## src/rtl/serial_pkg.sv

```systemverilog
// Shared types and line levels for the serial frame transmitter.
package serial_pkg;

   typedef enum logic [2:0] {IDLE, START, DATA, PAR, STOP} state_t;

   localparam logic LINE_IDLE = 1'b1;
   localparam logic START_BIT = 1'b0;
   localparam logic STOP_BIT  = 1'b1;

endpackage

```

## src/rtl/serial_tx_bit_timer.sv

```systemverilog
// Bit-period timer: counts DIV cycles and flags the last cycle of each period.
module bit_timer
   import serial_pkg::*;
#(
   parameter int DIV = 4
) (
   input  logic clk,
   input  logic clear,
   input  logic restart,
   output logic tick
);

   localparam int CW = (DIV > 1) ? $clog2(DIV) : 1;
   localparam logic [CW-1:0] LAST = CW'(DIV - 1);

   logic [CW-1:0] count;

   assign tick = (count == LAST);

   // NOTE: sequential state uses non-blocking assignments so every flop samples pre-edge values.
   always_ff @(posedge clk) begin
      if (clear || restart) begin
         count <= '0;
      end else if (tick) begin
         count <= '0;
      end else begin
         count <= count + CW'(1);
      end
   end

endmodule

```

## src/rtl/serial_tx.sv

```systemverilog
// Parallel-load frame transmitter: start bit, WIDTH data bits LSB first,
// optional even parity, stop bit; each bit held for DIV clocks.
module serial_tx
   import serial_pkg::*;
#(
   parameter int WIDTH  = 8,
   parameter int DIV    = 4,
   parameter int PARITY = 0
) (
   input  logic             clk,
   input  logic             clear,
   input  logic [WIDTH-1:0] data_in,
   input  logic             start,
   output logic             ready,
   output logic             tx,
   output logic             done
);

   localparam int IW = $clog2(WIDTH + 1);
   localparam logic [IW-1:0] LAST_BIT = IW'(WIDTH - 1);

   state_t           state;
   logic [WIDTH-1:0] shreg;
   logic [WIDTH-1:0] shreg_next;
   logic             par;
   logic [IW-1:0]    bit_idx;
   logic             tick;

   assign shreg_next = shreg >> 1;

   // Timer is held at zero while idle so the START bit gets a full period.
   bit_timer #(.DIV(DIV)) timer (
      .clk     (clk),
      .clear   (clear),
      .restart (state == IDLE),
      .tick    (tick)
   );

   always_ff @(posedge clk) begin
      if (clear) begin
         state   <= IDLE;
         tx      <= LINE_IDLE;
         ready   <= 1'b1;
         done    <= 1'b0;
         shreg   <= '0;
         par     <= 1'b0;
         bit_idx <= '0;
      end else begin
         done <= 1'b0;
         case (state)
            IDLE: begin
               if (start) begin
                  shreg   <= data_in;
                  par     <= ^data_in;
                  bit_idx <= '0;
                  tx      <= START_BIT;
                  ready   <= 1'b0;
                  state   <= START;
               end
            end
            START: begin
               if (tick) begin
                  tx    <= shreg[0];
                  state <= DATA;
               end
            end
            DATA: begin
               if (tick) begin
                  shreg <= shreg_next;
                  if (bit_idx == LAST_BIT) begin
                     bit_idx <= '0;
                     if (PARITY != 0) begin
                        tx    <= par;
                        state <= PAR;
                     end else begin
                        tx    <= STOP_BIT;
                        state <= STOP;
                     end
                  end else begin
                     bit_idx <= bit_idx + IW'(1);
                     tx      <= shreg_next[0];
                  end
               end
            end
            PAR: begin
               if (tick) begin
                  tx    <= STOP_BIT;
                  state <= STOP;
               end
            end
            STOP: begin
               // Returning to IDLE here lets a start in the done cycle chain frames.
               if (tick) begin
                  tx    <= LINE_IDLE;
                  ready <= 1'b1;
                  done  <= 1'b1;
                  state <= IDLE;
               end
            end
            default: begin
               tx    <= LINE_IDLE;
               ready <= 1'b1;
               state <= IDLE;
            end
         endcase
      end
   end

endmodule

```

## config.mk

```make
export PLATFORM = sky130hd
export DESIGN_NAME = serial_tx
export DESIGN_NICKNAME = d
export VERILOG_FILES = /design/src/rtl/serial_pkg.sv /design/src/rtl/serial_tx_bit_timer.sv /design/src/rtl/serial_tx.sv
export SDC_FILE = /design/constraint.sdc
export NUM_CORES = 1
export LEC_CHECK = 0
export ABC_AREA = 1
export CAP_MARGIN = 20
export CORE_UTILIZATION = 53
export DETAILED_ROUTE_END_ITERATION = 7
export PLACE_DENSITY = 0.88
export SYNTH_ARGS = -nofsm -noshare
export SYNTH_HDL_FRONTEND = slang
export SYNTH_SLANG_ARGS = --single-unit
export TNS_END_PERCENT = 20
```

## constraint.sdc

```tcl
create_clock -name clk -period 2.4 [get_ports clk]
set_input_delay 0.48 -clock clk [delete_from_list [all_inputs] [get_ports clk]]
set_output_delay 0.48 -clock clk [all_outputs]
set_load 0.02 [all_outputs]
```

# Word level (Yosys, flattened, before mapping)
# Cells that the tools add are included.
[word_totals]
ramBits = 0
mem_bits_ro = 0
latch_bits = 0
memories = 0
output_inout_bits = 3
reg_bits = 20
[op_classes]
n_lt_le_gt_ge = 0
n_mux = 22
multipliers = 0
shifts = 0
addsub = 2
reduce_logical = 11
n_eq_ne = 13
div_mod_pow = 0
bitwise_logic = 2
[ops]
columns = ["operator", "count"]
rows = [
  ["2-to-1 mux 3 bit", 6],
  ["2-to-1 mux 8 bit", 2],
  ["case mux 8 bit (2 select lines)", 1],
  ["case mux 3 bit (5 select lines)", 1],
  ["2-to-1 mux 4 bit", 3],
  ["inequality test 2 bit (second input constant)", 6],
  ["case mux 4 bit (2 select lines)", 1],
  ["== test 3 x 2 -> 1 bit (second input constant)", 2],
  ["2-to-1 mux 1 bit", 6],
  ["AND reduction 3 bit", 2],
  ["AND reduction 6 bit", 1],
  ["OR reduction 2 bit", 3],
  ["adder 4 x 1 -> 4 bit (second input constant)", 1],
  ["== test 4 x 3 -> 1 bit (second input constant)", 1],
  ["case mux 1 bit (4 select lines)", 1],
  ["AND reduction 4 bit", 1],
  ["== test 3 x 1 -> 1 bit (second input constant)", 1],
  ["== test 3 bit (second input constant)", 1],
  ["zero test 3 bit", 1],
  ["case mux 1 bit (3 select lines)", 1],
  ["OR reduction 3 bit", 1],
  ["adder 2 x 1 -> 2 bit (second input constant)", 1],
  ["== test 2 bit (second input constant)", 1],
  ["inequality test 2 x 1 -> 1 bit (second input constant)", 1],
  ["other kinds (3)", 4],
]

# Logic depth before layout (Yosys ltp)
# Gate-level depths: netlist (run 1).
[logic_depth]
word_depth = 4
mapped_depth = 9
mapped_depth_nobuf = 9

# Hierarchy
# From an unflattened synthesis (run 1), not the netlist that was laid out.
[unflattened]
cells_unflattened = 160
hier_area_um2 = 1061.0
[by_module_without_submodules]
columns = ["module", "seq_area_each_um2", "instances", "area_each_um2", "cells_each"]
rows = [
  ["serial_tx", 360.3, 1, 985.9, 151],
  ["bit_timer", 40.0, 1, 75.1, 9],
]

# Least setup slack after synthesis (run 1)
# OpenSTA, ideal clock, no wires.
[synth_timing]
path_type = "reg2reg"
startpoint = "reg bit_idx[0]"
endpoint = "reg state[0]"
path_stages_with_launch = 9
arrival_ps = 1147
setup_slack_ps = 1140
path_buffers = 0
synth_period_minus_slack_ps = 1260
cell_sequence = "dfxtp_1 > ha_1 > nand2_1 > nor2_1 > nor2_1 > nor2_1 > nand3_2 > nor2_1 > nor2_1"
[synth_via]
elab_chain_len = 3
[synth_rtl]
columns = ["item", "line", "text"]
rows = [
  ["start, declared", "serial_tx.sv:26", "logic [IW-1:0] bit_idx;"],
  ["start signal, assigned", "serial_tx.sv:80", "bit_idx <= bit_idx + IW'(1);"],
  ["== test 4 x 3 -> 1 bit", "serial_tx.sv:70", "if (bit_idx == LAST_BIT) begin"],
  ["inequality test 2 bit (no source line)", "--", ""],
  ["AND reduction 6 bit (no source line)", "--", ""],
  ["end signal, assigned", "serial_tx.sv:64", "state <= DATA;"],
  ["end signal, assigned", "serial_tx.sv:74", "state <= PAR;"],
  ["end signal, assigned", "serial_tx.sv:77", "state <= STOP;"],
  ["end, declared", "serial_tx.sv:22", "state_t state;"],
]
# No other way between the ends.
# A chain may end at the register's enable or synchronous reset.

# Final worst setup path (run 1)
[layout_timing]
startpoint = "reg tx"
endpoint = "out tx"
[layout_lines]
columns = ["item", "line", "text"]
rows = [
  ["start, declared", "serial_tx.sv:15", "output logic tx,"],
  ["start signal, assigned", "serial_tx.sv:63", "tx <= shreg[0];"],
  ["start signal, assigned", "serial_tx.sv:73", "tx <= par;"],
  ["start signal, assigned", "serial_tx.sv:81", "tx <= shreg_next[0];"],
]
# No word-level cell between the ends.

==> results by group, run 1 <==
Route
  • Antenna-violating nets left: 0
  • Via count: 967
  • DRC: 0
  • Routed wire length: 1880 um
  • Vias/cell: 4.98
  • Drt first pass iters: 4
  • Drt first-iter violations: 13
  • Avg WL per Cell: 9.70 um

STA
  • Layout Skew: 0.00481 ns
  • Setup_tns: 0 ns
  • Final Setup Violations: 0
  • Post-layout min period: 1.72 ns
  • Max frequency: 0.581 GHz
  • Worst setup margin: 0.680 ns
  • Final Max Tran Viols: 0
  • Max_slew headroom: 0.745
  • Hold Vio Cnt, Final: 0
  • Worst Tran Pin Value: 0.382 ns
  • RSZ-0062 raised after global routing: false
  • Final Cycle Share: 0.717

Worst setup path
  • Setup CP Type: register to output port
  • CP Launch Type: register
  • Crit path capture type: output port
  • Flop-to-flop setup slack: 0.72 ns
  • Cell Chain, Critical Path: clkdlybuf4s50_1
  • Worst r2r src: state[2]
  • Worst Reg-to-Reg Cells: 8
  • CP Data Arrival Time: 1.24 ns
  • Max stage delay on crit path: 0.60 ns
  • Bufs and invs on worst path: 1
  • Setup crit end: tx
  • Top delay family on crit path: buffers and inverters
  • CP Depth: 1
  • Peak fanout along the critical path: 2
  • Critical path origin: tx
  • RR Endpoint: shreg[7]
  • Critical Path RT: 1.92 ns
  • CP max-delay cell: clkdlybuf4s50_1

Job
  • Max_cap viols: 0

Power and ir drop
  • Comb pwr share: 0.476
  • Leakage Power: 0.567 nW
  • Internal power: 0.000713 W
  • PwrDens: 1100 nW/um2
  • Seq pwr share: 0.402
  • Worst VDD drop: 0.595 mV
  • Clock power frac: 0.122
  • Psw: 0.000569 W
  • Switching share of power: 0.444

Clock tree
  • Hold bufs inserted after CTS: 0
  • Clock buffer depth: 2
  • CTS resizes: 0
  • CTS Buf Count: 3
  • Post-CTS Setup Repair Bufs: 0
  • H-tree depth: 1
  • CTS Root Cell: clkbuf_4
  • Clock sink count: 20
  • Clk Latency, worst-skew pair: 0.30 ns
  • Worst-path clk slew: 0.10 ns
  • CTS tree: built

Floorplanning
  • Initial Util: 0.577
  • Die Wd: 45.6 um
  • Total core area: 1750 um2
  • # rows: 15
  • Die height: 45.6 um
  • Die ar.: 2080 um2
  • # IOs: 14

Global route
  • Global-route wire length before repair: 3020 um
  • Vias in the first global route: 758
  • Largest net degree at the start of global routing: 16
  • Antenna violations before repair: 0
  • GRT overflow: 0
  • GRT Util Overall: 0.202

Place
  • DP HPWL: 1360 um
  • Worst slack at placement: 0.547 ns
  • Port bufs: 13
  • Routability cong.: 0.860

Layout
  • Diode count: 0
  • Nets: 184
  • Layout cells sized above 1: 0.0473
  • Synth-to-Final Area Change: 15.4%
  • Finished Core Util: 0.666
  • Fill cells: 161

Logic synthesis
  • Ys async rst share: 0
  • Seq/Total Area, Yosys: 0.398
  • EDFF count, synth: 0
  • Synth Cell Area: 1010 um2
  • Top_reg_cell synth: dfxtp_1
  • Synthesized area per cell: 6.42 um2
  • Post-synthesis net count: 170
  • Post-synthesis cell count: 157
  • Register bit count reported by yosys: 20
  • Synth Warn #: 0
  • Number of distinct library cells after synthesis: 21

Hold path
  • Hold Crit Class: register to register

Status
  • Outcome: finished, final reports clean
registers in the layout, indices dropped and copies added, names as in the netlist:
name	flops
done	1
timer.count	2
state	3
bit_idx	4
shreg	8
ready	1
tx	1
kinds of logic (layout without fill, tap and decap cells):
logic type                 after synthesis  count (layout)  synth area share
AOI/OAI and AO/OA                       14              14            0.0696
adders and majority gates                2               2            0.0248
buffers and inverters                   18              30            0.0807
DFF                                     20              20             0.398
and+or+nand+nor                        103             103             0.427
per-layer routing:
| metal | track usage | wire, um | up-vias |
|---|---|---|---|
| met4 | 0.133 | 27 | 0 |
| met2 | 0.297 | 863 | 26 |
| li1 | - | - | 517 |
| met5 | 0 | 0 | - |
| met1 | 0.269 | 910 | 420 |
| met3 | 0.0357 | 81 | 4 |
worst min-delay path by stage:
stage                         from             end  cells after the start
finish              timer.count[0]  timer.count[0]                      1
detailed placement  timer.count[0]  timer.count[0]                      1
CTS                 timer.count[0]  timer.count[0]                      1
global route        timer.count[0]  timer.count[0]                      1
floorplan           timer.count[0]  timer.count[0]                      1
global placement    timer.count[0]  timer.count[0]                      1
placed cells by master (no fill, tap or decap):
cell type        synthesis  final
o21ai_1                  1      1
clkdlybuf4s50_1          0     13
nand3_1                  9      9
nor3b_1                  1      1
nand2_1                 51     51
nor4_1                   1      1
nand4_1                  1      1
nor3_1                   1      1
ha_1                     2      2
inv_1                   11     11
clkbuf_4                 0      3
a21oi_1                  3      3
o21ai_0                 10     10
nand3_2                  1      1
inv_2                    2      2
nor2_1                  36     36
nand3_4                  1      1
clkinv_1                 1      1
dfxtp_1                 20     20
nor2_2                   1      1
cells in the mapped netlist, drive strengths merged, types with 2 or more instances:
library cell	n	share of area
nand2	51	0.19
nor2	37	0.14
dfxtp	20	0.40
inv	13	0.048
nand3	11	0.072
o21ai	11	0.055
buf	4	0.029
a21oi	3	0.015
ha	2	0.025
power by group through the flow:
| stage | Clock, W | Combinational, W | Sequential (W) |
|---|---|---|---|
| final | 0.000157 | 0.000611 | 0.000515 |
| after global routing | 0.000174 | 0.000699 | 0.000529 |
| after CTS | 0.000160 | 0.000613 | 0.000514 |
| after detailed placement | 0 | 0.000610 | 0.000522 |
| after global placement | 0 | 0.000587 | 0.000517 |
| after floorplan | 0 | 0.000498 | 0.000524 |
stage by stage:
stage          cell area [um2]  instances  power (W)  hold WS [ns]
2_1_floorplan             1010        157    0.00102         0.398
4_1_cts                   1160        194    0.00129         0.434
5_1_grt                   1160        194    0.00140         0.451
6_report                  1160        194    0.00128         0.428
3_3_place_gp              1140        191    0.00110         0.406
3_5_place_dp              1140        191    0.00113         0.419
cell type report:
class	count	area, um2	area share
inverter	14	52.6	0.0452
timing repair buffer	13	130	0.112
clock buffer	3	22.5	0.0194
multi-input combinational	119	526	0.452
tap	25	31.3	0.0269
sequential	20	400	0.344
Power figures use the tool's default switching activity.
==> run 2: changes to the inputs <==
--- a/config.mk
+++ b/config.mk
@@ -7,9 +7,9 @@
 export LEC_CHECK = 0
 export ABC_AREA = 1
 export CAP_MARGIN = 20
-export CORE_UTILIZATION = 53
+export CORE_UTILIZATION = 52
 export DETAILED_ROUTE_END_ITERATION = 7
-export PLACE_DENSITY = 0.88
+export PLACE_DENSITY = 0.86
 export SYNTH_ARGS = -nofsm -noshare
 export SYNTH_HDL_FRONTEND = slang
 export SYNTH_SLANG_ARGS = --single-unit
==> constraint.sdc (replaced) <==
create_clock -name clk -period 1.7 [get_ports clk]
set_input_delay 0.34 -clock clk [delete_from_list [all_inputs] [get_ports clk]]
set_output_delay 0.34 -clock clk [all_outputs]
set_load 0.02 [all_outputs]
==> run 2 against run 1 <==
Routed wire length up 0.80%. Global-route usage up 1.7 points. Register-to-register slack worse by 0.49 ns. Critical endpoint unchanged. Highest routed layer unchanged.
==> results by group, run 2 (synthesized netlist as in run 1, its figures left out) <==
Route
  • Antenna-violating nets left: 0
  • Avg WL per Cell: 9.63 um
  • Drt first-iter violations: 16
  • DRC: 0
  • Routed wire length: 1900 um
  • Drt first pass iters: 6
  • Via count: 977
  • Vias/cell: 4.96

Worst setup path
  • Peak fanout along the critical path: 2
  • Setup CP Type: register to output port
  • Worst Reg-to-Reg Cells: 9
  • Critical Path RT: 1.36 ns
  • CP Launch Type: register
  • Crit path capture type: output port
  • CP max-delay cell: clkdlybuf4s50_1
  • Max stage delay on crit path: 0.60 ns
  • Cell Chain, Critical Path: clkdlybuf4s50_1
  • Bufs and invs on worst path: 1
  • CP Data Arrival Time: 1.25 ns
  • CP Depth: 1
  • Top delay family on crit path: buffers and inverters
  • Flop-to-flop setup slack: 0.23 ns

Power and ir drop
  • Clock power frac: 0.121
  • Switching share of power: 0.439
  • Internal power: 0.00104 W
  • Psw: 0.000812 W
  • Comb pwr share: 0.485
  • PwrDens: 1560 nW/um2
  • Seq pwr share: 0.394
  • Leakage Power: 0.580 nW
  • Worst VDD drop: 0.696 mV

Layout
  • Diode count: 0
  • Most frequent cells in the layout: 51 x nand2_1, 36 x nor2_1, 20 x dfxtp_1
  • Finished Core Util: 0.672
  • Layout cells sized above 1: 0.0640
  • Regs by FF count: shreg (8), bit_idx (4), state (3)
  • Nets: 187
  • Top reg by flops: shreg
  • Most common cell after layout, fill and taps aside: nand2_1
  • Synth-to-Final Area Change: 17.6%
  • Largest register FFs: 8

Clock tree
  • Clock buffer depth: 2
  • Clock sink count: 20
  • H-tree depth: 1
  • CTS tree: built
  • Worst-path clk slew: 0.10 ns
  • Post-CTS Setup Repair Bufs: 0
  • CTS resizes: 0
  • CTS Root Cell: clkbuf_4
  • Clk Latency, worst-skew pair: 0.30 ns
  • CTS Buf Count: 3
  • Hold bufs inserted after CTS: 0

STA
  • Post-layout min period: 1.59 ns
  • Final Cycle Share: 0.935
  • Max frequency: 0.629 GHz
  • RSZ-0062 raised after global routing: false
  • Layout Skew: 0.00214 ns
  • Worst Tran Pin Value: 0.425 ns
  • Hold Vio Cnt, Final: 0
  • Final Max Tran Viols: 0
  • Worst setup margin: 0.111 ns
  • Final Setup Violations: 0
  • Max_slew headroom: 0.717
  • Setup_tns: 0 ns

Floorplanning
  • Initial Util: 0.571
  • # rows: 15
  • Total core area: 1760 um2
  • Die height: 46.0 um
  • Die ar.: 2120 um2
  • # IOs: 14
  • Die Wd: 46.0 um

Place
  • DP HPWL: 1390 um
  • Port bufs: 13
  • Worst slack at placement: 0.110 ns
  • Routability cong.: 0.864

Hold path
  • Hold Crit Class: register to register
  • Hold depth: 1

Global route
  • GRT overflow: 0
  • Largest net degree at the start of global routing: 16
  • GRT Util Overall: 0.219
  • Global-route wire length before repair: 3350 um
  • Vias in the first global route: 854
  • Antenna violations before repair: 0

Job
  • Max_cap viols: 0

Status
  • Outcome: finished, final reports clean
## run 2: cell count changes in the layout (fill, tap and decap cells not counted)
cell	delta
buf_4	+3
## run 2: final timing paths
kind	startpoint	end
max reg2reg	bit_idx[0]	state[1]
min reg2reg	timer.count[0]	timer.count[0]
max	tx	tx
min	timer.count[0]	timer.count[0]
## run 2: routing by layer
layer | share of wire | GRT usage
met1 | 0.50 | 0.258
met2 | 0.46 | 0.380
met5 | 0 | 0
met4 | 0.022 | 0.106
met3 | 0.022 | 0.0357
## run 2: area by class of cell
cell class / instances / area (um2)
well taps: 25 / 31.3
clock buffers: 3 / 22.5
fillers: 185 / 579
multi-input cells: 119 / 526
flip-flops and latches: 20 / 400
repair buffers: 16 / 153
inverters: 14 / 52.6
## run 2: worst reg2reg max path: stages (launching register included)
cell	delay (ns)
dfxtp_1	0.41
ha_1	0.20
nand2_1	0.07
nor2_1	0.16
nor2_1	0.09
nor2_1	0.11
nand3_2	0.14
nand2_1	0.09
nand2_1	0.05
nor2_1	0.10
## run 2: through the flow
stage | hold slack, ns | instance area [um2] | total power [W] | instances
final | 0.432 | 1180 | 0.00185 | 197
after global routing | 0.463 | 1180 | 0.00204 | 197
after CTS | 0.432 | 1180 | 0.00185 | 197
after detailed placement | 0.416 | 1160 | 0.00163 | 194
after global placement | 0.405 | 1160 | 0.00159 | 194
after floorplan | 0.398 | 1010 | 0.00144 | 157
## run 2: power by group through the flow
stage	clock network [W]	logic, W	registers [W]
CTS	0.000230	0.000897	0.000727
global route	0.000248	0.00104	0.000750
detailed placement	0	0.000891	0.000737
floorplan	0	0.000703	0.000740
finish	0.000223	0.000897	0.000728
global placement	0	0.000863	0.000732
==> run 3: changes to the inputs <==
--- a/config.mk
+++ b/config.mk
@@ -7,8 +7,10 @@
 export LEC_CHECK = 0
 export ABC_AREA = 1
 export CAP_MARGIN = 20
+export CORE_MARGIN = 10
 export CORE_UTILIZATION = 52
 export DETAILED_ROUTE_END_ITERATION = 7
+export GPL_ROUTABILITY_DRIVEN = 0
 export PLACE_DENSITY = 0.86
 export SYNTH_ARGS = -nofsm -noshare
 export SYNTH_HDL_FRONTEND = slang
==> run 3 against run 2 <==
Final cell count grew 0.51%. Non-clock buffer count is the same. Register-to-register slack about the same. Critical path type unchanged. Largest cell class unchanged. Die area increased by 94%. Clock power increased by 24%. Clock skew rose by 0.0079 ns. Clock-buffer cell count up 1. Hold slack lost 0.0073 ns. Critical endpoint unchanged.
==> results by group, run 3 (synthesized netlist as in run 1, its figures left out) <==
Layout
  • Layout cells sized above 1: 0.0694
  • Cell area after layout: 1200 um2
  • Largest register FFs: 8
  • Most frequent cells in the layout: 51 x nand2_1, 36 x nor2_1, 20 x dfxtp_1
  • Diode count: 0
  • Most common cell after layout, fill and taps aside: nand2_1
  • Synth-to-Final Area Change: 19.0%
  • Fill cells: 157
  • Top reg by flops: shreg
  • Regs by FF count: shreg (8), bit_idx (4), state (3)
  • Nets: 187
  • Finished Core Util: 0.672

Clock tree
  • Worst-path clk slew: 0.12 ns
  • Clock buffer depth: 2
  • H-tree depth: 1
  • Clock sink count: 20
  • CTS tree: built
  • CTS Root Cell: clkbuf_4
  • CTS resizes: 0
  • Clk Latency, worst-skew pair: 0.30 ns
  • Post-CTS Setup Repair Bufs: 0
  • Hold bufs inserted after CTS: 0
  • CTS Buf Count: 3

STA
  • Final Cycle Share: 0.942
  • Hold Vio Cnt, Final: 0
  • Worst Tran Pin Value: 0.421 ns
  • Final Max Tran Viols: 0
  • Post-layout min period: 1.60 ns
  • Max frequency: 0.624 GHz
  • Final Setup Violations: 0
  • Layout Skew: 0.0100 ns
  • RSZ-0062 raised after global routing: false
  • WHS: 0.425 ns
  • Max_slew headroom: 0.719
  • Setup_tns: 0 ns

Power and ir drop
  • Switching share of power: 0.431
  • Psw: 0.000820 W
  • PnR Total Power: 0.00190 W
  • Comb pwr share: 0.471
  • Clock power frac: 0.145
  • Worst VDD drop: 0.737 mV
  • Leakage Power: 0.588 nW
  • Seq pwr share: 0.383
  • PwrDens: 1590 nW/um2
  • Internal power: 0.00108 W

Place
  • Port bufs: 13
  • DP HPWL: 1560 um
  • Placed Area: 1160 um2

Worst setup path
  • Critical Path RT: 1.36 ns
  • CP Depth: 1
  • Crit path capture type: output port
  • Top delay family on crit path: buffers and inverters
  • Worst Reg-to-Reg Cells: 9
  • Setup CP Type: register to output port
  • Flop-to-flop setup slack: 0.23 ns
  • Peak fanout along the critical path: 2
  • CP Data Arrival Time: 1.26 ns
  • Worst r2r src: bit_idx[0]
  • CP Launch Type: register
  • Cell Chain, Critical Path: clkdlybuf4s50_1
  • Critical path origin: tx
  • Max stage delay on crit path: 0.61 ns
  • Bufs and invs on worst path: 1
  • RR Endpoint: state[2]
  • CP max-delay cell: clkdlybuf4s50_1

Global route
  • GRT overflow: 0
  • Largest net degree at the start of global routing: 16
  • GRT Util Overall: 0.104
  • Vias in the first global route: 901
  • Antenna violations before repair: 0
  • Global-route wire length before repair: 3600 um

Hold path
  • HP Start: timer.count[0]
  • Hold Crit Class: register to register
  • Hold endpoint: timer.count[0]
  • Hold depth: 1

Floorplanning
  • # rows: 15
  • Total core area: 1780 um2
  • Die height: 64.0 um
  • # IOs: 14
  • Initial Util: 0.565
  • Die ar.: 4100 um2
  • Die Wd: 64.0 um

Route
  • Routed wire length: 2070 um
  • Drt first pass iters: 4
  • Antenna-violating nets left: 0
  • Drt first-iter violations: 33
  • Avg WL per Cell: 10.4 um
  • DRC: 0
  • Vias/cell: 4.96
  • Via count: 982

Status
  • Outcome: finished, final reports clean

Job
  • Max_cap viols: 0
==> run 3: worst max path at each step <==
stage                 end  slack (ns)
6_report               tx         0.1
4_1_cts                tx        0.09
3_5_place_dp     shreg[2]        0.11
5_1_grt        bit_idx[2]       0.006
3_3_place_gp     shreg[7]        0.15
2_1_floorplan    state[0]        0.44
==> run 3: area by class of cell <==
cell class	instances	area (um2)	share of cell area
sequential	20	400	0.334
clock buffer	4	36.3	0.0303
tap	25	31.3	0.0261
multi-input combinational	119	526	0.438
inverter	14	52.6	0.0438
timing repair buffer	16	153	0.127
==> run 3: metrics by stage <==
step                instances  setup slack (ns)
finish                    198            0.0982
global route              198           0.00570
CTS                       198            0.0878
detailed placement        194             0.112
global placement          194             0.151
floorplan                 157             0.440
==> run 3: per-layer routing <==
| layer | global-route usage | routed length [um] | up-vias |
|---|---|---|---|
| met3 | 0.0296 | 96 | 2 |
| li1 | - | - | 522 |
| met4 | 0.0464 | 17 | 0 |
| met2 | 0.169 | 955 | 25 |
| met5 | 0 | 0 | - |
| met1 | 0.124 | 999 | 433 |
==> run 3: power groups by stage <==
| stage | logic [W] | registers [W] | clock network [W] |
|---|---|---|---|
| 3_3_place_gp | 0.000863 | 0.000731 | 0 |
| 3_5_place_dp | 0.000893 | 0.000737 | 0 |
| 6_report | 0.000898 | 0.000729 | 0.000277 |
| 4_1_cts | 0.000903 | 0.000728 | 0.000282 |
| 5_1_grt | 0.00105 | 0.000747 | 0.000301 |
| 2_1_floorplan | 0.000703 | 0.000740 | 0 |
